[src/rtl/fetch_queue.sv]
// Circular instruction buffer between ICache data return and decode; holds {pc, instr, ecode}.
// Optional macro FETCH_QUEUE_BYPASS_EN forwards an arriving entry straight to decode when empty.
module fetch_queue #(
  parameter int DEPTH = 8,
  parameter int SKID  = 2
) (
  input  logic                     clk,
  input  logic                     rstn,
  input  logic                     flush,
  input  logic                     in_valid,
  input  logic [31:0]              in_pc,
  input  logic [31:0]              in_instr,
  input  logic [7:0]               in_ecode,
  input  logic                     out_ready,
  output logic                     out_valid,
  output logic [31:0]              out_pc,
  output logic [31:0]              out_instr,
  output logic [7:0]               out_ecode,
  output logic                     stall_full_instr,
  output logic [$clog2(DEPTH):0]   count,
  output logic                     overflow
);

  localparam int PTR_W = $clog2(DEPTH);
  localparam int CNT_W = PTR_W + 1;
  localparam logic [CNT_W-1:0] FULL_CNT  = CNT_W'(DEPTH);
  localparam logic [CNT_W-1:0] STALL_CNT = CNT_W'(DEPTH - SKID);

  typedef struct packed {
    logic [7:0]  ecode;
    logic [31:0] instr;
    logic [31:0] pc;
  } entry_t;

  entry_t             mem_q [DEPTH];
  entry_t             mem_d [DEPTH];
  logic [PTR_W-1:0]   wr_ptr_q, wr_ptr_d;
  logic [PTR_W-1:0]   rd_ptr_q, rd_ptr_d;
  logic [CNT_W-1:0]   count_q, count_d;
  logic               overflow_q, overflow_d;

  logic               head_valid;
  logic               bypass;
  logic               pop_mem;
  logic               push_ok;
  logic               push_mem;
  logic               drop;
  entry_t             in_entry;
  entry_t             head_entry;

  assign in_entry   = '{ecode: in_ecode, instr: in_instr, pc: in_pc};
  assign head_entry = mem_q[rd_ptr_q];
  assign head_valid = (count_q != '0);

`ifdef FETCH_QUEUE_BYPASS_EN
  assign bypass = !head_valid && in_valid && !flush;
`else
  assign bypass = 1'b0;
`endif

  assign pop_mem  = head_valid && out_ready && !flush;
  assign push_ok  = in_valid && !flush && ((count_q < FULL_CNT) || pop_mem);
  // A bypassed entry that decode takes immediately never touches storage.
  assign push_mem = push_ok && !(bypass && out_ready);
  assign drop     = in_valid && (count_q == FULL_CNT) && !pop_mem && !flush;

  always_comb begin
    mem_d      = mem_q;
    wr_ptr_d   = wr_ptr_q;
    rd_ptr_d   = rd_ptr_q;
    count_d    = count_q;
    overflow_d = overflow_q || drop;
    if (flush) begin
      wr_ptr_d = '0;
      rd_ptr_d = '0;
      count_d  = '0;
    end else begin
      if (push_mem) begin
        mem_d[wr_ptr_q] = in_entry;
        wr_ptr_d        = wr_ptr_q + 1'b1;
      end
      if (pop_mem) begin
        rd_ptr_d = rd_ptr_q + 1'b1;
      end
      if (push_mem && !pop_mem) begin
        count_d = count_q + 1'b1;
      end else if (pop_mem && !push_mem) begin
        count_d = count_q - 1'b1;
      end
    end
  end

  always_ff @(posedge clk) begin
    if (!rstn) begin
      wr_ptr_q   <= '0;
      rd_ptr_q   <= '0;
      count_q    <= '0;
      overflow_q <= 1'b0;
    end else begin
      wr_ptr_q   <= wr_ptr_d;
      rd_ptr_q   <= rd_ptr_d;
      count_q    <= count_d;
      overflow_q <= overflow_d;
    end
  end

  // Storage holds data only and is deliberately left out of reset.
  always_ff @(posedge clk) begin
    mem_q <= mem_d;
  end

  always_comb begin
    out_valid = head_valid || bypass;
    out_pc    = '0;
    out_instr = '0;
    out_ecode = '0;
    if (bypass) begin
      out_pc    = in_pc;
      out_instr = in_instr;
      out_ecode = in_ecode;
    end else if (head_valid) begin
      out_pc    = head_entry.pc;
      out_instr = head_entry.instr;
      out_ecode = head_entry.ecode;
    end
  end

  assign stall_full_instr = (count_q >= STALL_CNT);
  assign count            = count_q;
  assign overflow         = overflow_q;

endmodule
[config.mk]
export PLATFORM = sky130hd
export DESIGN_NAME = fetch_queue
export DESIGN_NICKNAME = d
export VERILOG_FILES = /design/src/rtl/fetch_queue.sv
export SDC_FILE = /design/constraint.sdc
export NUM_CORES = 1
export LEC_CHECK = 0
export ABC_AREA = 1
export ABC_CLOCK_PERIOD_IN_PS = 9700
export CAP_MARGIN = 40
export CORE_ASPECT_RATIO = 1.5
export CORE_UTILIZATION = 60
export CTS_CLUSTER_DIAMETER = 80
export DETAILED_ROUTE_END_ITERATION = 10
export GPL_ROUTABILITY_DRIVEN = 0
export PLACE_DENSITY = 0.85
export SYNTH_ARGS = -nofsm -noshare
export SYNTH_HDL_FRONTEND = slang
export SYNTH_SLANG_ARGS = --single-unit
[constraint.sdc]
create_clock -name clk -period 9.7 [get_ports clk]
set_input_delay 2.91 -clock clk [delete_from_list [all_inputs] [get_ports clk]]
set_output_delay 2.91 -clock clk [all_outputs]
set_load 0.1 [all_outputs]
* Yosys cells after proc, flatten, opt, wreduce, memory -nomap -nowiden
Cells that the tools add are included.
W data, S select, Z words.
** Storage, ports and cells
- Bits in registers :: 587
- Bits of input ports :: 77
- Word-level logic and storage cells :: 72
- Output and inout bits :: 79
** Cells by class
- Add/sub/neg operators :: 4
- Reductions and logical operators :: 19
- $lt $le $gt $ge :: 5
- Equal/unequal tests :: 1
- Mux-type cells :: 11
- Bitwise logic cells :: 4
** Operator list (number)
- $bwmux W576 :: 1
- $bmux W72 S3 :: 1
- $demux W72 S3 :: 1
- $mux W72 :: 3
- $mux W32 :: 2
- $logic_and A1 B1 Y1 :: 10
- $ge A4 B4 Y1 const B :: 2
- $mux W4 :: 2
- $mux W8 :: 1
- $not A3 Y4 :: 2
- $add A3 B1 Y3 const B :: 2
- $add A4 B1 Y4 const B :: 1
- $eq A4 B4 Y1 const B :: 1
- $ge A4 B3 Y1 const B :: 1
- $lt A4 B1 Y1 const B :: 1
- $lt A4 B4 Y1 const B :: 1
- $reduce_bool A4 Y1 :: 1
- $sub A4 B1 Y4 const B :: 1
- $logic_not A1 Y1 :: 3
- $logic_or A1 B1 Y1 :: 2
- $not A1 Y1 :: 2
- $reduce_and A2 Y1 :: 1
- $reduce_bool A2 Y1 :: 1
- $reduce_or A2 Y1 :: 1

* Depth between registers and ports, before layout
- Depth after elaboration :: 9
- Depth in mapped cells :: 16
- Depth with buffers taken out :: 16

* Worst setup path after synthesis
OpenSTA, ideal clock, no wires.
- Kind :: input -> register
- Start :: input port flush
- End :: register mem_q[100] (netlist bit) (enable)
- Arrival time :: 6414 ps
- Slack :: 2784 ps
- Path buffers :: 0
- Library setup time :: 502 ps
- Required time :: 9198 ps
- Stages :: 7
- Cells stage by stage :: inv_1 > nand2_1 > inv_1 > nand2_1 > inv_1 > nand2_1 > nor2_1
** On the way
- Word-level cells in the longest chain between the ends :: 5
- Elaborated cells on any way between the ends :: 7
- Classes of those cells :: bitwise (1); reduce/logical (6)
** RTL lines
- start, declared :: line 9 : input logic flush,
- $logic_not A1 Y1 * :: line 61, 62
- $logic_and A1 B1 Y1 :: line 61 : assign pop_mem = head_valid && out_ready && !flush;
- $logic_or A1 B1 Y1 :: line 62 : assign push_ok = in_valid && !flush && ((count_q < FULL_CNT) || pop_mem);
- $logic_and A1 B1 Y1 * :: line 62
- via push_mem :: line 46 : logic push_mem;
- $reduce_and A2 Y1 (no source line) *
- end signal, assigned :: line 109 : mem_q <= mem_d;
- end, declared :: line 35 : entry_t mem_q [DEPTH];
Mark *: on every way through the listed nets, which the timed path passes. The rest lies on a longest branch.
A chain may end at the register's enable or synchronous reset.

* Final worst setup path
- Start :: register rd_ptr_q[0]
- End :: output port out_pc[10]
** On the way
- Word-level cells in the longest chain between the ends :: 5
** RTL lines
- start, declared :: line 38 : logic [PTR_W-1:0] rd_ptr_q, rd_ptr_d;
- start signal, assigned :: line 101 : rd_ptr_q <= rd_ptr_d;
- $not A3 Y4 (not written as such) :: line 52 : assign head_entry = mem_q[rd_ptr_q];
- $bmux W72 S3 :: line 52
- $mux W72 (not written as such) (2 in series) :: line 52
- $mux W32 :: line 121 : end else if (head_valid) begin
- end, declared :: line 16 : output logic [31:0] out_pc,
No other way between the ends. The select of a mux whose other input is x is not followed.

==> run_results.csv <==
group,metric,value,unit
outcome,outcome,"finished clean",
power_and_ir_drop,max-vdd-ir-drop,157,uV
synthesis,yosysSeqAreaShare,0.742,
setup_path,critPathArrivalTime,4.05,ns
clock_tree,cts_buffers,50,
sta,max_slew_margin,0.387,
finish,final_cell_area,0.0282,sq mm
placement,dp_hpwl,29600,um
clock_tree,clockBufferDepth,3,
global_routing,grt_antenna_before_repair,5,
route,drcViolationCount,0,
synthesis,yosysWarnings,0,
synthesis,yosysTopAreaCellShare,0.733,
route,drt-pass1-iter-count,6,
setup_path,cp-start-kind,"register",
setup_path,slowest_delay,0.61,ns
setup_path,r2r_cells,8,
die,coreArea,0.0386,sq mm
setup_path,worstPathMaxFanout,148,
die,die_h,245,um
setup_path,cp.required,6.79,ns
sta,whs,0.488,ns
setup_path,crit_path_cell_trace,"inv_6 -> buf_16 -> buf_12 -> o21ai_0 -> nand3_1 -> nand2_1 -> nor2_1 -> clkdlybuf4s50_1 -> buf_8",
setup_path,critPathBufInv,5,
sta,tns,0,ns
global_routing,track_usage,0.273,
min_path,whs_endpoint,"overflow",
sta,rsz0062_at_grt,"no",
route,vias_per_cell,5.90,
global_routing,grt_pass1_vias,15800,
setup_path,slowest_stage,"dfxtp_4",
power_and_ir_drop,p_per_area,194,mW/mm^2
clock_tree,clock_sinks,587,
placement,dpl_cell_area,0.0267,sq mm
clock_tree,cts_resized,0,
setup_path,r2r_setup_slack,6.10,ns
sta,worst_pin_slew,0.919,ns
global_routing,grt_max_degree,149,
clock_tree,hold_buffers,0,
min_path,holdCritStartpoint,"overflow",
global_routing,grt_pass1_wl,83000,um
global_routing,overflow,0,
synthesis,yosysTopAreaCell,"edfxtp_1",
route,via_count,15800,
sta,finalHoldViolCount,0,
synthesis,synth_common_cells,"nor2_1, edfxtp_1, o21ai_0",
synthesis,synth.most_common_cell,"nor2_1",
clock_tree,clk_pin_slew,0.07,ns
synthesis,ys_ff_latch,587,
setup_path,crit_family,"buffers and inverters",
synthesis,synthCells,1948,
die,dieWidth,164,um
route,routed_wl,53900,um
finish,final_nets,2227,
clock_tree,cts_tree,"yes",
placement,dp.cells,2587,
route,drt_iter0_markers,1727,
sta,fin_skew,0.0142,ns
sta,fin_crit_sh,0.717,
sta,slew_viol_final,0,
synthesis,syn-num-nets,2031,
flow_run,drv_cap,0,
synthesis,synth_edf_count,576,
power_and_ir_drop,power_leakage,9.57,nW
finish,area_growth,19.6,%
synthesis,synth.area.top_cells,"edfxtp_1, nor2_1, o21ai_0",
finish,drive_gt1_frac,0.0844,
synthesis,ys_async_sr_fraction,0,
route,ant_nets,0,
sta,fin_crit,6.96,ns
die,die_area,0.0401,sq mm
setup_path,cp-end-kind,"output port",
synthesis,netlist_area,0.0236,sq mm
die,top_level_ports,156,
sta,fmax,144,MHz
sta,setup_violations,0,
clock_tree,clk-insertion-delay-late,0.58,ns
die,rows,88,
synthesis,avgSynthCellArea,12.1,sq um
clock_tree,cts_root_buffer,"clkbuf_16",
setup_path,timing.rr.end,"mem_q[438]",
setup_path,critPathKind,"reg2out",
finish,final_cells,2682,
die,start_util,0.610,
min_path,hold_depth,1,
finish,fill_cells,2276,
synthesis,yosysUniqueCellTypes,24,
min_path,hold_path_class,"reg2reg",
synthesis,ys.flop_type,"edfxtp_1",
setup_path,r2r-start,"count[0]",
clock_tree,post_cts_buffers,0,
route,avgRoutedWirePerCell,20.1,um
placement,port_buffers,155,
clock_tree,h-tree-depth,2,
## layout by cell type (no fill, tap or decap), types with 2 or more instances in the layout
cell / count
ha_1: 5
a21oi_1: 7
buf_4: 18
buf_12: 4
inv_6: 2
edfxtp_1: 576
xor2_1: 4
nand3_1: 77
nor2_4: 8
clkinv_2: 4
clkbuf_1: 14
buf_16: 7
dfxtp_1: 8
nor2_1: 658
o21ai_1: 118
buf_8: 79
nand2_1: 95
dfxtp_4: 3
bufinv_16: 3
diode_2: 6
clkinv_1: 14
clkdlybuf4s50_1: 155
clkbuf_16: 51
o21ai_0: 247
clkinvlp_4: 2
inv_1: 15
## registers in the layout, summed over array words and instances, names as in the netlist
name / flops
wr_ptr_q: 3
mem_q: 576
overflow: 1
count: 4
rd_ptr_q: 3
## stage by stage
stage | util | setup slack (ns) | power (mW)
2_1_floorplan | - | 2.78 | 3.33
3_3_place_gp | 0.653 | 2.95 | 3.49
3_5_place_dp | 0.690 | 3.48 | 3.64
4_1_cts | 0.730 | 2.84 | 5.48
5_1_grt | 0.730 | 2.63 | 5.62
6_report | 0.730 | 2.74 | 5.47
## metal layers
layer	share of wire	up-vias	track usage
li1	-	7206	-
met1	0.36	7646	0.327
met2	0.52	811	0.468
met3	0.072	159	0.0380
met4	0.047	0	0.160
met5	0	-	0
## power by group
part / switching [mW] / total, mW / internal (mW) / leakage [nW]
clock network: 0.838 / 1.88 / 1.04 / 0.730
logic: 0.519 / 0.771 / 0.252 / 3.55
registers: 0.0127 / 2.82 / 2.81 / 5.29
## cells by family (layout without fill, tap and decap cells)
kind of cell / count (synthesis) / in the layout / synth area share
buffers and inverters: 136 / 369 / 0.0349
flip-flops: 587 / 587 / 0.742
other: 0 / 6 / 0
AO/OA/AOI/OAI: 373 / 373 / 0.0792
XOR/XNOR: 4 / 4 / 0.00148
AND/OR/NAND/NOR: 842 / 842 / 0.138
adder cells (fa/ha/maj): 6 / 6 / 0.00350
## how the worst max path moves through the flow
stage | slack [ns] | cells after the start | to | startpoint
after global placement | 2.95 | 8 | out_instr[11] | rd_ptr_q[0]
after floorplan | 2.78 | 7 | mem_q[100] | flush
after global routing | 2.63 | 9 | out_instr[25] | rd_ptr_q[0]
after detailed placement | 3.48 | 9 | out_pc[17] | rd_ptr_q[0]
after CTS | 2.84 | 9 | out_pc[17] | rd_ptr_q[0]
final | 2.74 | 9 | out_pc[10] | rd_ptr_q[0]
## final cells by class
cell class                      count  area (sq um)  share of cell area
Clock inverter                     24           186             0.00661
Inverter                           17          68.8             0.00244
Timing Repair Buffer              263          3150               0.111
Antenna cell                        6          15.0            0.000532
Clock buffer                       65          1330              0.0471
Multi-Input combinational cell   1225          5320               0.189
Sequential cell                   587         17500               0.621
Tap cell                          495           619              0.0220
Power figures use the tool's default switching activity.
